--- config.mk ---
export PLATFORM = sky130hd
export DESIGN_NAME = cp0_exc_ctrl
export DESIGN_NICKNAME = d
export VERILOG_FILES = /design/src/rtl/cp0_exc_ctrl.sv
export SDC_FILE = /design/constraint.sdc
export NUM_CORES = 1
export LEC_CHECK = 0
export CORE_MARGIN = 2
export CORE_UTILIZATION = 44
export CTS_BUF_LIST = sky130_fd_sc_hd__clkbuf_4
export DETAILED_ROUTE_END_ITERATION = 8
export HOLD_SLACK_MARGIN = 0.05
export PLACE_DENSITY = 0.83
export SLEW_MARGIN = 0
export SYNTH_ARGS = -nofsm -noshare
export SYNTH_HDL_FRONTEND = slang
export SYNTH_SLANG_ARGS = --single-unit
--- constraint.sdc ---
create_clock -name clk -period 2.9 [get_ports clk]
set_clock_uncertainty 0.05 [all_clocks]
set_input_delay 0.435 -clock clk [delete_from_list [all_inputs] [get_ports clk]]
set_output_delay 0.435 -clock clk [all_outputs]
set_load 0.02 [all_outputs]
--- src/rtl/cp0_exc_ctrl.sv ---
// Coprocessor-0 exception controller: SR/Cause/EPC/PRId, exception entry, ERET and MFC0/MTC0.
// Optional Count/Compare timer on IP[15] when CP0_TIMER_EN is defined.
module cp0_exc_ctrl #(
  parameter logic [31:0] PRID      = 32'h2019_0305,
  parameter int unsigned EPC_ALIGN = 1
) (
  input  logic        clk,
  input  logic        reset_n,
  input  logic [31:0] pc_i,
  input  logic        bd_i,
  input  logic [4:0]  exc_code_i,
  input  logic [5:0]  hw_int_i,
  input  logic        we_i,
  input  logic [4:0]  wr_addr_i,
  input  logic [31:0] wdata_i,
  input  logic [4:0]  rd_addr_i,
  input  logic        eret_i,
  output logic        interrupt_o,
  output logic [31:0] epc_o,
  output logic        exl_o,
  output logic [31:0] rdata_o
);

  logic [5:0]  sr_im_q, sr_im_d;
  logic        sr_exl_q, sr_exl_d;
  logic        sr_ie_q, sr_ie_d;
  logic        cause_bd_q, cause_bd_d;
  logic [5:0]  cause_ip_q, cause_ip_d;
  logic [4:0]  cause_exc_q, cause_exc_d;
  logic [31:0] epc_q, epc_d;

  logic [5:0]  ip_now;
  logic        int_req;
  logic        exc_req;
  logic [31:0] epc_victim;

  function automatic logic [31:0] align_epc(input logic [31:0] a);
    logic [31:0] r;
    r = a;
    if (EPC_ALIGN != 0) r[1:0] = 2'b00;
    return r;
  endfunction

`ifdef CP0_TIMER_EN
  logic [31:0] count_q, count_d;
  logic [31:0] compare_q, compare_d;
  logic        timer_pend_q, timer_pend_d;
  logic        timer_hit;

  // The match itself is visible in the Count==Compare cycle; the sticky bit holds it afterwards.
  assign timer_hit = (count_q == compare_q) && (compare_q != 32'd0);
  assign ip_now    = {hw_int_i[5] | timer_pend_q | timer_hit, hw_int_i[4:0]};
`else
  assign ip_now    = hw_int_i;
`endif

  assign int_req     = (|(ip_now & sr_im_q)) & sr_ie_q & ~sr_exl_q;
  assign exc_req     = (exc_code_i != 5'd0) & ~sr_exl_q;
  assign interrupt_o = int_req | exc_req;
  assign epc_victim  = bd_i ? (pc_i - 32'd4) : pc_i;
  assign epc_o       = epc_q;
  assign exl_o       = sr_exl_q;

  always_comb begin
    sr_im_d     = sr_im_q;
    sr_exl_d    = sr_exl_q;
    sr_ie_d     = sr_ie_q;
    cause_bd_d  = cause_bd_q;
    cause_ip_d  = ip_now;
    cause_exc_d = cause_exc_q;
    epc_d       = epc_q;
    if (interrupt_o) begin
      // Exception entry swallows any MTC0 issued in the same cycle.
      sr_exl_d    = 1'b1;
      cause_bd_d  = bd_i;
      epc_d       = align_epc(epc_victim);
      cause_exc_d = int_req ? 5'd0 : exc_code_i;
    end else begin
      if (we_i) begin
        case (wr_addr_i)
          5'd12: begin
            sr_im_d  = wdata_i[15:10];
            sr_exl_d = wdata_i[1];
            sr_ie_d  = wdata_i[0];
          end
          5'd14:   epc_d = align_epc(wdata_i);
          default: ;
        endcase
      end
      if (eret_i) sr_exl_d = 1'b0;
    end
  end

`ifdef CP0_TIMER_EN
  always_comb begin
    count_d      = count_q + 32'd1;
    compare_d    = compare_q;
    timer_pend_d = timer_pend_q | timer_hit;
    if (!interrupt_o && we_i) begin
      if (wr_addr_i == 5'd9) count_d = wdata_i;
      if (wr_addr_i == 5'd11) begin
        compare_d    = wdata_i;
        timer_pend_d = 1'b0;
      end
    end
  end

  always_ff @(posedge clk or negedge reset_n) begin
    if (!reset_n) begin
      count_q      <= 32'd0;
      compare_q    <= 32'd0;
      timer_pend_q <= 1'b0;
    end else begin
      count_q      <= count_d;
      compare_q    <= compare_d;
      timer_pend_q <= timer_pend_d;
    end
  end
`endif

  always_ff @(posedge clk or negedge reset_n) begin
    if (!reset_n) begin
      sr_im_q     <= 6'd0;
      sr_exl_q    <= 1'b0;
      sr_ie_q     <= 1'b0;
      cause_bd_q  <= 1'b0;
      cause_ip_q  <= 6'd0;
      cause_exc_q <= 5'd0;
      epc_q       <= 32'd0;
    end else begin
      sr_im_q     <= sr_im_d;
      sr_exl_q    <= sr_exl_d;
      sr_ie_q     <= sr_ie_d;
      cause_bd_q  <= cause_bd_d;
      cause_ip_q  <= cause_ip_d;
      cause_exc_q <= cause_exc_d;
      epc_q       <= epc_d;
    end
  end

  always_comb begin
    rdata_o = 32'd0;
    case (rd_addr_i)
      5'd12:   rdata_o = {16'd0, sr_im_q, 8'd0, sr_exl_q, sr_ie_q};
      5'd13:   rdata_o = {cause_bd_q, 15'd0, cause_ip_q, 3'd0, cause_exc_q, 2'd0};
      5'd14:   rdata_o = epc_q;
      5'd15:   rdata_o = PRID;
`ifdef CP0_TIMER_EN
      5'd9:    rdata_o = count_q;
      5'd11:   rdata_o = compare_q;
`endif
      default: rdata_o = 32'd0;
    endcase
  end

endmodule

=== Word level (Yosys, flattened, before mapping) ===
Index checks and enable logic that the tools add are counted.

* Word-level logic and storage cells: 40
* Bits in registers: 52
* Input port bits: 90

* Equal/unequal tests: 6
* Reductions and logical operators: 9
* Add/sub/neg operators: 1
* Bitwise logic cells: 7
* Multiplexer cells: 10

{| class="wikitable"
|+ Operators by type and width
! kind !! count
|-
| $mux 32 || 4
|-
| $pmux 32 s4 || 1
|-
| $sub 32x3->32 const B || 1
|-
| $eq 5x4->1 const B || 6
|-
| $and 6x6->6 || 1
|-
| $reduce_bool 3->1 || 2
|-
| $reduce_or 6->1 || 1
|-
| $mux 5 || 1
|-
| $reduce_bool 5->1 || 1
|-
| $mux 1 || 4
|-
| $reduce_and 2->1 || 2
|-
| $reduce_bool 2->1 || 2
|-
| $and 1x1->1 || 3
|-
| $reduce_and 3->1 || 1
|-
| $not 1->1 || 2
|-
| $or 1x1->1 || 1
|}

=== Longest topological paths before layout ===
Gate-level depths: netlist (run 1).

* Depth in word-level cells: 7
* Mapped depth: 7
* Mapped depth without buffers: 6

=== Worst setup path before layout (run 1) ===
OpenSTA, ideal clock, no wires.

* Path type: input port to flip-flop
* Start: input port pc_i[3]
* End: register epc_q[29] (netlist: epc_o[29])
* Arrival time: 2,036 ps
* Path slack: 662 ps
* Cell stages on the path: 7
* Cells stage by stage: or4b_1 buf_2 or2_1 buf_2 buf_2 o41ai_1 a31oi_1

* Word-level cells in the longest chain between the ends: 3

{| class="wikitable"
|+ Ends and longest elaborated chain
! item !! line !! RTL
|-
| start: declaration || 9 || <nowiki>input logic [31:0] pc_i,</nowiki>
|-
| $sub 32x3->32 || 60 || <nowiki>assign epc_victim = bd_i ? (pc_i - 32'd4) : pc_i;</nowiki>
|-
| $mux 32 || 60 ||
|-
| $mux 32 || 72 || <nowiki>if (interrupt_o) begin</nowiki>
|-
| end signal: assignment || 137 || <nowiki>epc_q <= epc_d;</nowiki>
|-
| end: declaration || 30 || <nowiki>logic [31:0] epc_q, epc_d;</nowiki>
|}

Every way passes these cells.
A chain may end at the register's enable or synchronous reset.

=== Worst setup path after layout (run 1) ===
* Start: input port rd_addr_i[1]
* End: output port rdata_o[21]

* Word-level cells in the longest chain between the ends: 2
* Elaborated cells between the ends (all ways): 5

{| class="wikitable"
|+ Ends and longest elaborated chain
! item !! line !! RTL
|-
| start: declaration || 16 || <nowiki>input logic [4:0] rd_addr_i,</nowiki>
|-
| $eq 5x4->1 || 143 || <nowiki>case (rd_addr_i)</nowiki>
|-
| $pmux 32 s4 (*) || 143 ||
|-
| end: declaration || 21 || <nowiki>output logic [31:0] rdata_o</nowiki>
|}

Mark *: on every way between the ends. The rest lies on a longest branch, timed or not.

==> results of run 1 <==
[layer usage]
metal	vias up	routed length, µm	GRT usage
li1	1768	-	-
met2	178	6030	0.479
met1	1806	4990	0.375
met3	20	799	0.0260
met5	-	0	0
met4	0	265	0.0833
[stage by stage]
stage	total power, mW	setup slack (ps)	hold slack, ps
global placement	3.08	110	414
CTS	3.51	151	233
global route	3.72	83.0	273
finish	3.51	145	180
floorplan	2.20	662	89.4
detailed placement	3.14	46.5	420
[power groups by stage]
| stage | clock network (mW) | registers, mW | logic (mW) |
|---|---|---|---|
| final | 0.370 | 1.27 | 1.87 |
| after floorplan | 0 | 1.44 | 0.764 |
| after detailed placement | 0 | 1.28 | 1.87 |
| after global routing | 0.406 | 1.31 | 2.00 |
| after global placement | 0 | 1.26 | 1.82 |
| after CTS | 0.372 | 1.26 | 1.87 |
[cell usage after synthesis (all sizes together), types with 2 or more instances]
cell / count
clkbuf: 25
or4b: 3
nor3: 6
o31ai: 13
a21oi: 9
nor2: 36
or4: 19
inv: 4
mux2: 8
nand2: 9
nand3: 5
buf: 9
mux2i: 32
o41ai: 3
nor2b: 3
xnor2: 5
o31a: 17
nor4b: 17
dfrtp: 50
nor4: 21
a22oi: 8
nor3b: 5
or2: 2
o21ai: 6
and2: 12
xor2: 6
clkinv: 2
a21o: 5
a31oi: 18
or3: 12
[flip-flops by register name, indices dropped and copies added, names as in the netlist]
| register | flops |
|---|---|
| sr_ie_q | 1 |
| exl_o | 1 |
| sr_im_q | 6 |
| cause_exc_q | 5 |
| epc_o | 30 |
| cause_bd_q | 1 |
| cause_ip_q | 6 |
[worst register-to-register path: stages (launching register included)]
cell and delay, ps:
dfrtp_1 450, a22oi_1 290, a311oi_2 190, buf_4 250, nor3_2 190, buf_4 190
mux2_2 350
[cell type report]
class / instances / area, µm²
sequential: 50 / 1250
inverter: 6 / 22.5
fill: 615 / 2450
tap: 102 / 128
clock inverter: 3 / 28.8
multi-input combinational: 292 / 2070
timing repair buffer: 176 / 1690
clock buffer: 5 / 37.5
[cells by family (layout without fill, tap and decap cells)]
logic type,count (synthesis),in the layout,synth area share
AOI/OAI and AO/OA,81,81,0.166
xor gates and xnor gates,11,11,0.0277
adders and majority gates,1,1,0.00360
buffers and inverters,40,190,0.0468
DFF,50,50,0.360
muxes,40,40,0.118
other,1,2,0.00108
and+or+nand+nor,157,157,0.277
[how the worst max path moves through the flow]
stage                 startpoint     endpoint  slack, ps  depth (start not counted)
finish              rd_addr_i[1]  rdata_o[21]        140                          6
global route         hw_int_i[0]  interrupt_o         80                          6
CTS                 rd_addr_i[1]  rdata_o[21]        150                          6
detailed placement      pc_i[20]    epc_o[31]         50                          5
global placement        pc_i[20]    epc_o[31]        110                          5
floorplan                pc_i[3]    epc_o[29]        660                          7
==> impl_metrics.tcl, run 1 <==
set metrics [dict create \
    status "complete, no violations" \
    cts_buffers 5 \
    seqPwrFrac 0.362 \
    synth_edf_count 0 \
    cp.required_ps 2410 \
    placed_area_um2 5170 \
    die_x_um 92.9 \
    slew_viol_final 0 \
    start_util 0.452 \
    grt_use_total 0.279 \
    drtPass1Iterations 5 \
    layout-drive-gt1-share 0.0865 \
    area_growth_pct 50.7 \
    r2r_end "sr_im_q[3]" \
    setup_tns_ps 0 \
    rsz0062_at_grt "no" \
    synth_top_area_cell "dfrtp_1" \
    place_inst 626 \
    cts-hold-fix-buffers 0 \
    final_cell_mix "clkdlybuf4s50_1 (150), dfrtp_1 (50), nor2_1 (35)" \
    post-cts-setup-buffers 0 \
    crit_type "in -> out" \
    ys_ff_latch 50 \
    timing_hold_violations_final 0 \
    num_vias 3772 \
    cts_resized 0 \
    worstPathBufferInverterCount 3 \
    cts_tree "done" \
    ant_nets 0 \
    cpPeakStageDelay_ps 630 \
    cp_slowest_cell "clkdlybuf4s50_1" \
    hp-class "in -> async" \
    wl_per_cell_um 19.1 \
    drt_iter0_markers 272 \
    switchingPower_mw 1.49 \
    end_kind "output pin" \
    async_flop_share 1.00 \
    gp_congestion 0.899 \
    path_delay_family "buffers and inverters" \
    io_pins 156 \
    slew_headroom 0.235 \
    ir_worst_vdd_v 0.000346 \
    regToRegSetupSlack_ps 860 \
    grt_pass1_vias 3530 \
    cp.arrival_ps 2270 \
    rows 32 \
    ys.flop_type "dfrtp_1" \
    nets 622 \
    period_share 0.950 \
    p_int_mw 2.03 \
    path_cells "clkdlybuf4s50_1 -> nor2b_1 -> nor2b_1 -> buf_4 -> and2_1 -> clkdlybuf4s50_1" \
    ys_seq_area_frac 0.360 \
    synth_cell_types 45 \
    drt-total-wl_mm 12.1 \
    p_comb_frac 0.533 \
    die_y_um 92.9 \
    netlist_top_cells_area "dfrtp_1 (36%), mux2i_1 (9.2%), nor4b_1 (4.3%)" \
    hpwl_mm 9.32 \
    yosysWarnings 0 \
    drc 0 \
    final_util 0.681 \
    finalSetupViolCount 0 \
    final_common_cell "clkdlybuf4s50_1" \
    diodes 0 \
    viasPerCell 5.95 \
    clockBufferDepth 2 \
    reg2regPathDepth 6 \
    mappedNetlistArea_um2 3470 \
    core_area_um2 7690 \
    synth.top_cell.area_share 0.360 \
    sw_frac_of_total 0.423 \
    cts.clk_slew.worst_paths_ps 170 \
    grt_first_pass_wirelength_mm 18.9 \
    die_area_um2 8620 \
    clockRootBuffer "clkbuf_4" \
    worst_pin_slew_ps 1150 \
    design_area_um2 5240 \
    syn_inst 381 \
    clk_latency_ps 390 \
    grt-ovfl-total 0 \
    powerDensity_nw_per_um2 671 \
    antenna_found_initial 0 \
    r2r-start "sr_im_q[3]" \
    avgSynthCellArea_um2 9.12 \
    crit_fanout 12 \
    post-route-min-period_ps 2760 \
    max_freq_mhz 363 \
    cap_violations 0 \
    start_kind "input pin" \
    grt_max_degree 51 \
    place.port_buffers 151 \
    p_clk_frac 0.105 \
    cts_sinks 50 \
    final_cell_count_no_fill 634 \
    h-tree-depth 2 \
    leakagePower_nw 2.04 \
]
No activity file was read; power rests on OpenSTA's default activity.
==> inputs of run 2 (changes only) <==
--- a/config.mk
+++ b/config.mk
@@ -9,7 +9,7 @@
 export CORE_UTILIZATION = 44
 export CTS_BUF_LIST = sky130_fd_sc_hd__clkbuf_4
 export DETAILED_ROUTE_END_ITERATION = 8
-export HOLD_SLACK_MARGIN = 0.05
+export HOLD_SLACK_MARGIN = 0.08
 export PLACE_DENSITY = 0.83
 export SLEW_MARGIN = 0
 export SYNTH_ARGS = -nofsm -noshare
==> results of run 2 <==
No change in the layout: final DEF, timing and power equal those of run 1.
